## src/rtl/bp_pkg.sv

```systemverilog
// Shared definitions for the dynamic branch predictor.
//   - Encodings of the 2-bit saturating direction counters.
//   - Reset state of every BHT entry.
//   - Position of the lowest PC bit used for indexing. Instructions are
//     word aligned, so bits [1:0] never select an entry.
package bp_pkg;

   localparam logic [1:0] STRONG_NT = 2'b00;
   localparam logic [1:0] WEAK_NT   = 2'b01;
   localparam logic [1:0] WEAK_T    = 2'b10;
   localparam logic [1:0] STRONG_T  = 2'b11;

   localparam logic [1:0] BHT_RESET_STATE = WEAK_NT;

   // The BHT index starts at this PC bit: idx = pc[INDEX_BITS+IDX_LSB-1:IDX_LSB]
   localparam int IDX_LSB = 2;

   // The predicted direction of a counter is its MSB (1 = taken).
   function automatic logic counter_dir(input logic [1:0] state);
      return state[1];
   endfunction

endpackage

```

## src/rtl/sat_counter2.sv

```systemverilog
// Next-state logic for one 2-bit saturating direction counter.
// Purely combinational.
// Ports:
//   state      - current counter value
//   taken      - resolved branch outcome (1 = taken)
//   next_state - counter value after training: incremented on taken,
//                decremented on not-taken, clamped at STRONG_T and STRONG_NT
module sat_counter2
   import bp_pkg::*;
(
   input  logic [1:0] state,
   input  logic       taken,
   output logic [1:0] next_state
);

   always_comb begin
      next_state = state;
      if (taken) begin
         if (state != STRONG_T) next_state = state + 2'd1;
      end else begin
         if (state != STRONG_NT) next_state = state - 2'd1;
      end
   end

endmodule

```

## src/rtl/branch_predictor.sv

```systemverilog
// Dynamic branch predictor: a direct-mapped table of 2-bit saturating counters
// (the BHT), indexed by PC bits [INDEX_BITS+1:2]. There are no tags, so
// aliasing is allowed.
//
// Ports:
//   clk, arst_n      - clock (rising edge) and asynchronous active-low reset
//   enable           - pipeline advance; 0 holds the prediction register
//   flush_if         - IF/ID flush; clears the prediction register (wins over enable)
//   if_pc            - fetch PC used for the lookup
//   prediction       - registered direction for the instruction now in ID
//   upd_valid/upd_pc/upd_taken/upd_predicted - branch resolution from EX
//   mispredict       - combinational: upd_valid & (upd_taken != upd_predicted)
//   stat_branches    - saturating count of resolved branches
//   stat_mispredicts - saturating count of mispredictions
//
// The update channel has valid-only semantics. There is no ready signal: the
// table accepts a resolution on every rising edge where upd_valid=1, whatever
// enable and flush_if are doing. At most one update arrives per cycle.
module branch_predictor
   import bp_pkg::*;
#(
   parameter int PC_WIDTH   = 64,
   parameter int INDEX_BITS = 6,
   parameter int STAT_WIDTH = 32
) (
   input  logic                  clk,
   input  logic                  arst_n,
   input  logic                  enable,
   input  logic                  flush_if,
   input  logic [PC_WIDTH-1:0]   if_pc,
   output logic                  prediction,
   input  logic                  upd_valid,
   input  logic [PC_WIDTH-1:0]   upd_pc,
   input  logic                  upd_taken,
   input  logic                  upd_predicted,
   output logic                  mispredict,
   output logic [STAT_WIDTH-1:0] stat_branches,
   output logic [STAT_WIDTH-1:0] stat_mispredicts
);

   localparam int ENTRIES = 1 << INDEX_BITS;

   // The BHT is a flop array so that every entry can be reset asynchronously.
   logic [1:0]            bht [ENTRIES];
   logic [INDEX_BITS-1:0] lookup_idx;
   logic [INDEX_BITS-1:0] upd_idx;
   logic [1:0]            upd_state;
   logic [1:0]            upd_next;

   assign lookup_idx = if_pc[INDEX_BITS+IDX_LSB-1:IDX_LSB];
   assign upd_idx    = upd_pc[INDEX_BITS+IDX_LSB-1:IDX_LSB];
   assign upd_state  = bht[upd_idx];

   // The upper PC bits and the byte offset take no part in indexing.
   logic unused_pc_bits;
   assign unused_pc_bits = ^{if_pc[PC_WIDTH-1:INDEX_BITS+IDX_LSB], if_pc[IDX_LSB-1:0],
                             upd_pc[PC_WIDTH-1:INDEX_BITS+IDX_LSB], upd_pc[IDX_LSB-1:0]};

   sat_counter2 u_upd_counter (
      .state      (upd_state),
      .taken      (upd_taken),
      .next_state (upd_next)
   );

   always_ff @(posedge clk or negedge arst_n) begin
      if (!arst_n) begin
         for (int i = 0; i < ENTRIES; i++) bht[i] <= BHT_RESET_STATE;
      end else if (upd_valid) begin
         bht[upd_idx] <= upd_next;
      end
   end

   // The lookup reads bht before the same edge's update lands. That gives
   // read-before-write behaviour when the lookup and update hit the same entry.
   always_ff @(posedge clk or negedge arst_n) begin
      if (!arst_n)       prediction <= 1'b0;
      else if (flush_if) prediction <= 1'b0;
      else if (enable)   prediction <= counter_dir(bht[lookup_idx]);
   end

   assign mispredict = upd_valid & (upd_taken != upd_predicted);

   // Both counters stop at all-ones and never wrap.
   always_ff @(posedge clk or negedge arst_n) begin
      if (!arst_n) begin
         stat_branches    <= '0;
         stat_mispredicts <= '0;
      end else begin
         if (upd_valid && (stat_branches != {STAT_WIDTH{1'b1}}))
            stat_branches <= stat_branches + STAT_WIDTH'(1);
         if (mispredict && (stat_mispredicts != {STAT_WIDTH{1'b1}}))
            stat_mispredicts <= stat_mispredicts + STAT_WIDTH'(1);
      end
   end

endmodule

```

## config.mk

```make
export PLATFORM = sky130hd
export DESIGN_NAME = branch_predictor
export DESIGN_NICKNAME = d
export VERILOG_FILES = /design/src/rtl/bp_pkg.sv /design/src/rtl/sat_counter2.sv /design/src/rtl/branch_predictor.sv
export SDC_FILE = /design/constraint.sdc
export NUM_CORES = 1
export LEC_CHECK = 0
export BUFFER_PORTS_ARGS = -buffer_cell sky130_fd_sc_hd__buf_2
export CAP_MARGIN = 20
export CORE_ASPECT_RATIO = 1.4
export CORE_MARGIN = 1.5
export CORE_UTILIZATION = 24
export DETAILED_ROUTE_END_ITERATION = 10
export GPL_TIMING_DRIVEN = 1
export PLACE_DENSITY_LB_ADDON = 0.3
export SLEW_MARGIN = 20
export SYNTH_ARGS = -nofsm -noshare
export SYNTH_HDL_FRONTEND = slang
export SYNTH_SLANG_ARGS = --single-unit
```

## constraint.sdc

```tcl
create_clock -name clk -period 3.7 [get_ports clk]
set_clock_uncertainty 0.05 [all_clocks]
set_input_delay 0.555 -clock clk [delete_from_list [all_inputs] [get_ports clk]]
set_output_delay 0.555 -clock clk [all_outputs]
set_load 0.01 [all_outputs]
```

==> results of run 1 <==
flip-flops by register name, summed over array words and instances (netlist names):
name	count
stat_mispredicts	32
bht	128
prediction	1
stat_branches	32
final timing paths:
path	slack (ns)	start	cells after the start	to
max	0.78	upd_pc[4]	9	bht[58]$_DFFE_PN1P_
min	0.1	arst_n	1	stat_mispredicts[23]$_DFFE_PN0P_
max reg2reg	0.94	bht[48]$_DFFE_PN1P_	8	bht[58]$_DFFE_PN1P_
min reg2reg	0.42	bht[122]$_DFFE_PN1P_	2	bht[122]$_DFFE_PN1P_
max in group asynchronous	2.62	arst_n	2	bht[94]$_DFFE_PN1P_
min in group clk	0.19	flush_if	2	prediction$_DFFE_PN0P_
Yosys cell counts (16+ instances only):
cell type,number
and3_1,16
nand3_1,30
xor2_1,16
mux2i_1,28
mux4_2,27
dfstp_2,64
nand2_1,229
dfrtp_1,129
xnor2_1,47
nand4_1,18
nor2_1,26
o21ai_1,20
o21ai_0,114
buf_2,16
layer usage:
metal	global-route usage (%)	vias up
li1	-	3511
met1	16.60	3514
met2	25.46	162
met3	2.384	31
met4	6.220	0
met5	0	-
layout make-up:
| type | instances | area share, % |
|---|---|---|
| multi-input combinational | 689 | 38.17 |
| clock buffer | 19 | 3.968 |
| clock inverter | 12 | 1.519 |
| inverter | 11 | 0.3607 |
| tap | 528 | 5.772 |
| sequential | 193 | 42.89 |
| timing repair buffer | 125 | 7.313 |
metrics by stage:
step                      hold WS [ns]  utilization, %  setup WS [ns]  instance area (um^2)  instances
after floorplan                 0.2094               -         0.8366                  9558        932
after global placement          0.4032           27.54         0.3480                 10820       1546
after detailed placement        0.4056           27.54         0.2925                 10820       1546
after CTS                       0.1076           29.14         0.7751                 11450       1577
after global routing            0.1446           29.14         0.6723                 11450       1577
final                          0.09949           29.14         0.7754                 11450       1577
logic make-up after synthesis:
kind of cell             count (synthesis)  share of synthesized area (%)
AO/OA/AOI/OAI                          191                          11.48
XOR/XNOR                                63                          5.773
adder cells (fa/ha/maj)                  4                         0.5498
buffers and inverters                   50                          2.919
flip-flops                             193                          51.37
multiplexers                            60                          9.883
AND/OR/NAND/NOR                        371                          18.03
power breakdown:
part / total (mW) / switching, mW / leakage [nW] / internal (mW)
Clock: 2.03 / 0.910 / 0.298 / 1.12
Combinational: 0.877 / 0.499 / 2.12 / 0.378
Sequential: 2.66 / 0.212 / 2.41 / 2.45
critical path: cells and delay by family:
kind / cells / cell delay (ns)
AOI/OAI and AO/OA: 2 / 0.43
adders and majority gates: 1 / 0.28
buffers and inverters: 3 / 0.99
muxes: 2 / 0.63
and+or+nand+nor: 1 / 0.34
==> flow_summary.yaml, run 1 <==
layout:
  mostFrequentLayoutCell: "nand2_1"
  finalNetCount: 1174
  n_antenna_cell: 0
  regArea_um2: 4910
  fillers: 4154
  multi_input_area_um2: 4369
  drive_above_1_share_pct: 25.17
  layout_common_cells: "229 x nand2_1, 129 x dfrtp_1, 114 x o21ai_0"
  syn_to_final_growth_pct: 19.75
worst_setup_path:
  crit_required_ns: 4.01
  crit_arrival_ns: 3.24
  path_max_fanout: 25
  crit_path_end_kind: "flop"
  path_class: "in -> reg"
  worstSetupStartpointType: "primary input"
  path_cells: "buf_2, buf_4, mux4_2, mux2_2, a22o_1, nor4_4, maj3_4, buf_4, o21ai_0"
  critPathMostFrequentCell: "buf_4"
  cpMaxStageDelayCell: "buf_2"
  max_stage_delay_ns: 0.44
detailed_routing:
  wl_per_cell_um: 17.45
  firstDrtPassIters: 4
  dr.max_layer_used: "met4"
  met2WireLength_um: 14480
  vias: 7218
  via_per_inst: 4.577
  wl_met1_um: 11240
  drt_wl_total_um: 27520
  ant_nets: 0
  drtIter0Drc: 429
  route.detailed.drc: 0
  met3_wirelength_um: 1061
floorplanning:
  rows: 86
  die_w_um: 171.7
  die_area_um2: 41050
  core_um2: 39280
  fp.dieH_um: 239.1
  initial_core_util_pct: 24.34
  io_pins: 201
placed_design:
  place_hpwl_um: 19880
  io_buffers: 84
  gp_congestion: 0.8652
synthesis:
  synthTopCellsByArea: "dfrtp_1 34%, dfstp_2 18%, nand2_1 9.0%"
  synth_seq_cells: 193
  ys_seq_area_share_pct: 51.37
  synth_flop_cell: "dfrtp_1"
  yosysTopAreaCell: "dfrtp_1"
  syn_nets: 1069
  avgSynthCellArea_um2: 10.26
  netlist.area_leader.share_pct: 33.77
  synth_edf_count: 0
  postSynthCellCount: 932
  synth_warnings: 0
  ys_types: 59
  async_flop_share_pct: 100.0
  syn_area_um2: 9558
cts:
  cts_buffers: 17
  cts_resized: 0
  clockBufferDepth: 2
  ctsHtreeMaxLevel: 4
  post_cts_buffers: 0
  clockRootBuffer: "clkbuf_16"
  cts_hold_buf: 0
  cts_tree: "done"
  clock_sinks: 193
  clk_pin_slew_ns: 0.07
  worstSkewPairLatency_ns: 0.46
global_routing:
  antenna_found_initial: 0
  overflow: 0
  grt_max_degree: 84
  grt_pass1_wl_um: 43680
  grt_usage_pct: 14.27
  grt_pass1_vias: 7483
sta:
  fin_tns_setup_ns: 0
  fmax_mhz: 341.9
  relSlewSlack_pct: 52.68
  worst_slew_pin_slew_ns: 0.7099
  slew_violations: 0
  rsz0062_at_grt: "no"
  final_hold_viol_count: 0
  setup-violations-final: 0
  fin_crit_sh_pct: 79.04
  min_period_ns: 2.925
power:
  p_total_mw: 5.566
  cellPowerDensity_nw_per_um2: 486.3
  ir_drop_uv: 289.2
  power_leakage_nw: 4.834
status:
  outcome: "complete, no violations"
flow_run:
  max_cap_violations: 0
hold_path:
  hold_path_class: "in -> async"
Note: power is estimated with default switching activity, not from simulation.
==> run 2, diff against run 1 <==
==> constraint.sdc (replaced) <==
create_clock -name clk -period 2.4 [get_ports clk]
set_clock_uncertainty 0.05 [all_clocks]
set_input_delay 0.36 -clock clk [delete_from_list [all_inputs] [get_ports clk]]
set_output_delay 0.36 -clock clk [all_outputs]
set_load 0.01 [all_outputs]
==> run 2 against run 1 <==
Net effect: the run now ends with negative setup slack left; worst hold slack better by 0.032 ns; wire length is 8.0% higher; via count grew 8.3%; critical path type is now reg -> reg; largest cell class unchanged.
==> flow_summary.yaml, run 2 (synthesized netlist as in run 1, its figures left out) <==
status:
  outcome: "finished with violations"
  violations: "negative setup slack"
cts:
  ctsHtreeMaxLevel: 4
  clock_sinks: 193
  worstSkewPairLatency_ns: 0.47
  clockRootBuffer: "clkbuf_16"
  cts_tree: "done"
  clk_pin_slew_ns: 0.08
  clockBufferDepth: 2
  cts_buffers: 17
power:
  ir_drop_uv: 644.2
  power_leakage_nw: 5.471
  p_total_mw: 8.996
  cellPowerDensity_nw_per_um2: 716.6
layout:
  stdcell_count: 1678
  largest_reg_flops: 128
  drive_above_1_share_pct: 35.13
  reg_top3: "bht (128), stat_branches (32), stat_mispredicts (32)"
  finalNetCount: 1274
  syn_to_final_growth_pct: 31.35
  largest_register: "bht"
  layout_common_cells: "229 x nand2_1, 129 x dfrtp_1, 118 x buf_4"
  n_antenna_cell: 0
  mostFrequentLayoutCell: "nand2_1"
worst_setup_path:
  path_max_fanout: 12
  crit_buf_inv: 2
  crit_family: "compound AO/OA/AOI/OAI gates"
  max_stage_delay_ns: 0.38
  crit_path_end_kind: "flop"
  cpMaxStageDelayCell: "dfrtp_1"
  crit_required_ns: 2.69
  crit_arrival_ns: 2.83
  path_class: "reg -> reg"
  path_cells: "mux2_4, a221o_1, a211o_1, a22o_1, nor4_4, maj3_4, buf_4, buf_12, o21ai_0"
  worstSetupStartpointType: "flop"
global_routing:
  overflow: 0
  grt_max_degree: 62
  grt_usage_pct: 15.28
  grt_pass1_vias: 7963
  grt_pass1_wl_um: 46670
  antenna_found_initial: 0
detailed_routing:
  drt_wl_total_um: 29720
  wl_per_cell_um: 17.71
  via_per_inst: 4.659
  route.detailed.drc: 0
  drtIter0Drc: 414
  firstDrtPassIters: 5
  ant_nets: 0
  vias: 7818
sta:
  setup-violations-final: 128
  relSlewSlack_pct: 63.41
  worst_slew_pin_slew_ns: 0.5488
  rsz0062_at_grt: "yes"
  fin_crit_sh_pct: 105.9
  final_hold_viol_count: 0
  slew_violations: 0
  worst_slack_ns: -0.1425
  min_period_ns: 2.543
  fmax_mhz: 393.3
floorplanning:
  core_um2: 39280
  rows: 86
  fp.dieH_um: 239.1
  initial_core_util_pct: 24.34
  io_pins: 201
  die_w_um: 171.7
  die_area_um2: 41050
placed_design:
  io_buffers: 84
  place_hpwl_um: 21670
  gp_congestion: 0.9153
  placed_cells: 1631
flow_run:
  max_cap_violations: 0
hold_path:
  hold_path_class: "in -> reg"
==> run 2: what timing repair did <==
item / 4_1_cts / 5_1_grt
cloned: 3 / 1
resized for setup: 72 / 42
setup buffers: 8 / 2
setup endpoints to repair: 128 / 138
endpoints found under the hold margin: 33 / 0
pin swaps: 8 / 6
hold buffers: 2 / 0
==> run 2: area by class of cell <==
| cell class | instances | area [um^2] |
|---|---|---|
| fillers | 4098 | 26720 |
| flip-flops and latches | 193 | 4910 |
| multi-input cells | 689 | 4549 |
| repair buffers | 225 | 1753 |
| well taps | 528 | 660.6 |
| clock buffers | 18 | 429.2 |
| clock inverters | 14 | 211.5 |
| inverters | 11 | 41.29 |
==> run 2: path summary, 6_finish.rpt <==
kind                                                to  slack, ns           startpoint  cells after the start
worst min-delay path            prediction$_DFFE_PN0P_       0.13               enable                      3
max in group asynchronous          bht[10]$_DFFE_PN1P_       1.15               arst_n                      3
worst max register to register     bht[31]$_DFFE_PN0P_      -0.14  bht[73]$_DFFE_PN0P_                      9
worst max-delay path               bht[31]$_DFFE_PN0P_      -0.14  bht[73]$_DFFE_PN0P_                      9
worst min register to register     bht[14]$_DFFE_PN1P_       0.42  bht[14]$_DFFE_PN1P_                      2
min in group asynchronous          bht[63]$_DFFE_PN0P_       0.40               arst_n                      2
==> run 2: where the power goes <==
part / switching [mW] / internal, mW / leakage, nW
sequential: 0.290 / 3.77 / 2.41
clock: 1.46 / 1.70 / 0.312
combinational: 0.933 / 0.839 / 2.75
==> run 2: through the flow <==
stage                     utilization [%]  hold slack (ns)  instance area, um^2  setup slack, ns  TNS (ns)
after global routing                31.97           0.1347                12550          -0.2297    -22.26
after detailed placement            29.34           0.3537                11520          -0.4741    -54.43
after global placement              29.34           0.3494                11520          -0.4386    -51.23
after CTS                           31.58          0.09962                12400          -0.1236    -8.833
after floorplan                         -          0.01441                 9630         -0.01869   -0.2905
final                               31.97           0.1316                12550          -0.1425    -11.67
==> run 2: worst register-to-register path, delay by kind of cell, from the launching register on <==
kind / cells / cell delay [ns]
flops: 1 / 0.38
simple gates: 1 / 0.19
fa+ha+maj: 1 / 0.31
buf+inv: 2 / 0.26
compound gates: 4 / 0.95
mux: 1 / 0.28
==> run 2: routing by layer <==
metal  vias up  GRT usage (%)  share of wire [%]  wire [um]
met5         -              0                  0          0
met4         0          8.001                4.3       1266
met3        68          2.997                3.3        984
met2       174          26.76                 52      15540
met1      3847          17.42                 40      11930
li1       3729              -                  -          -
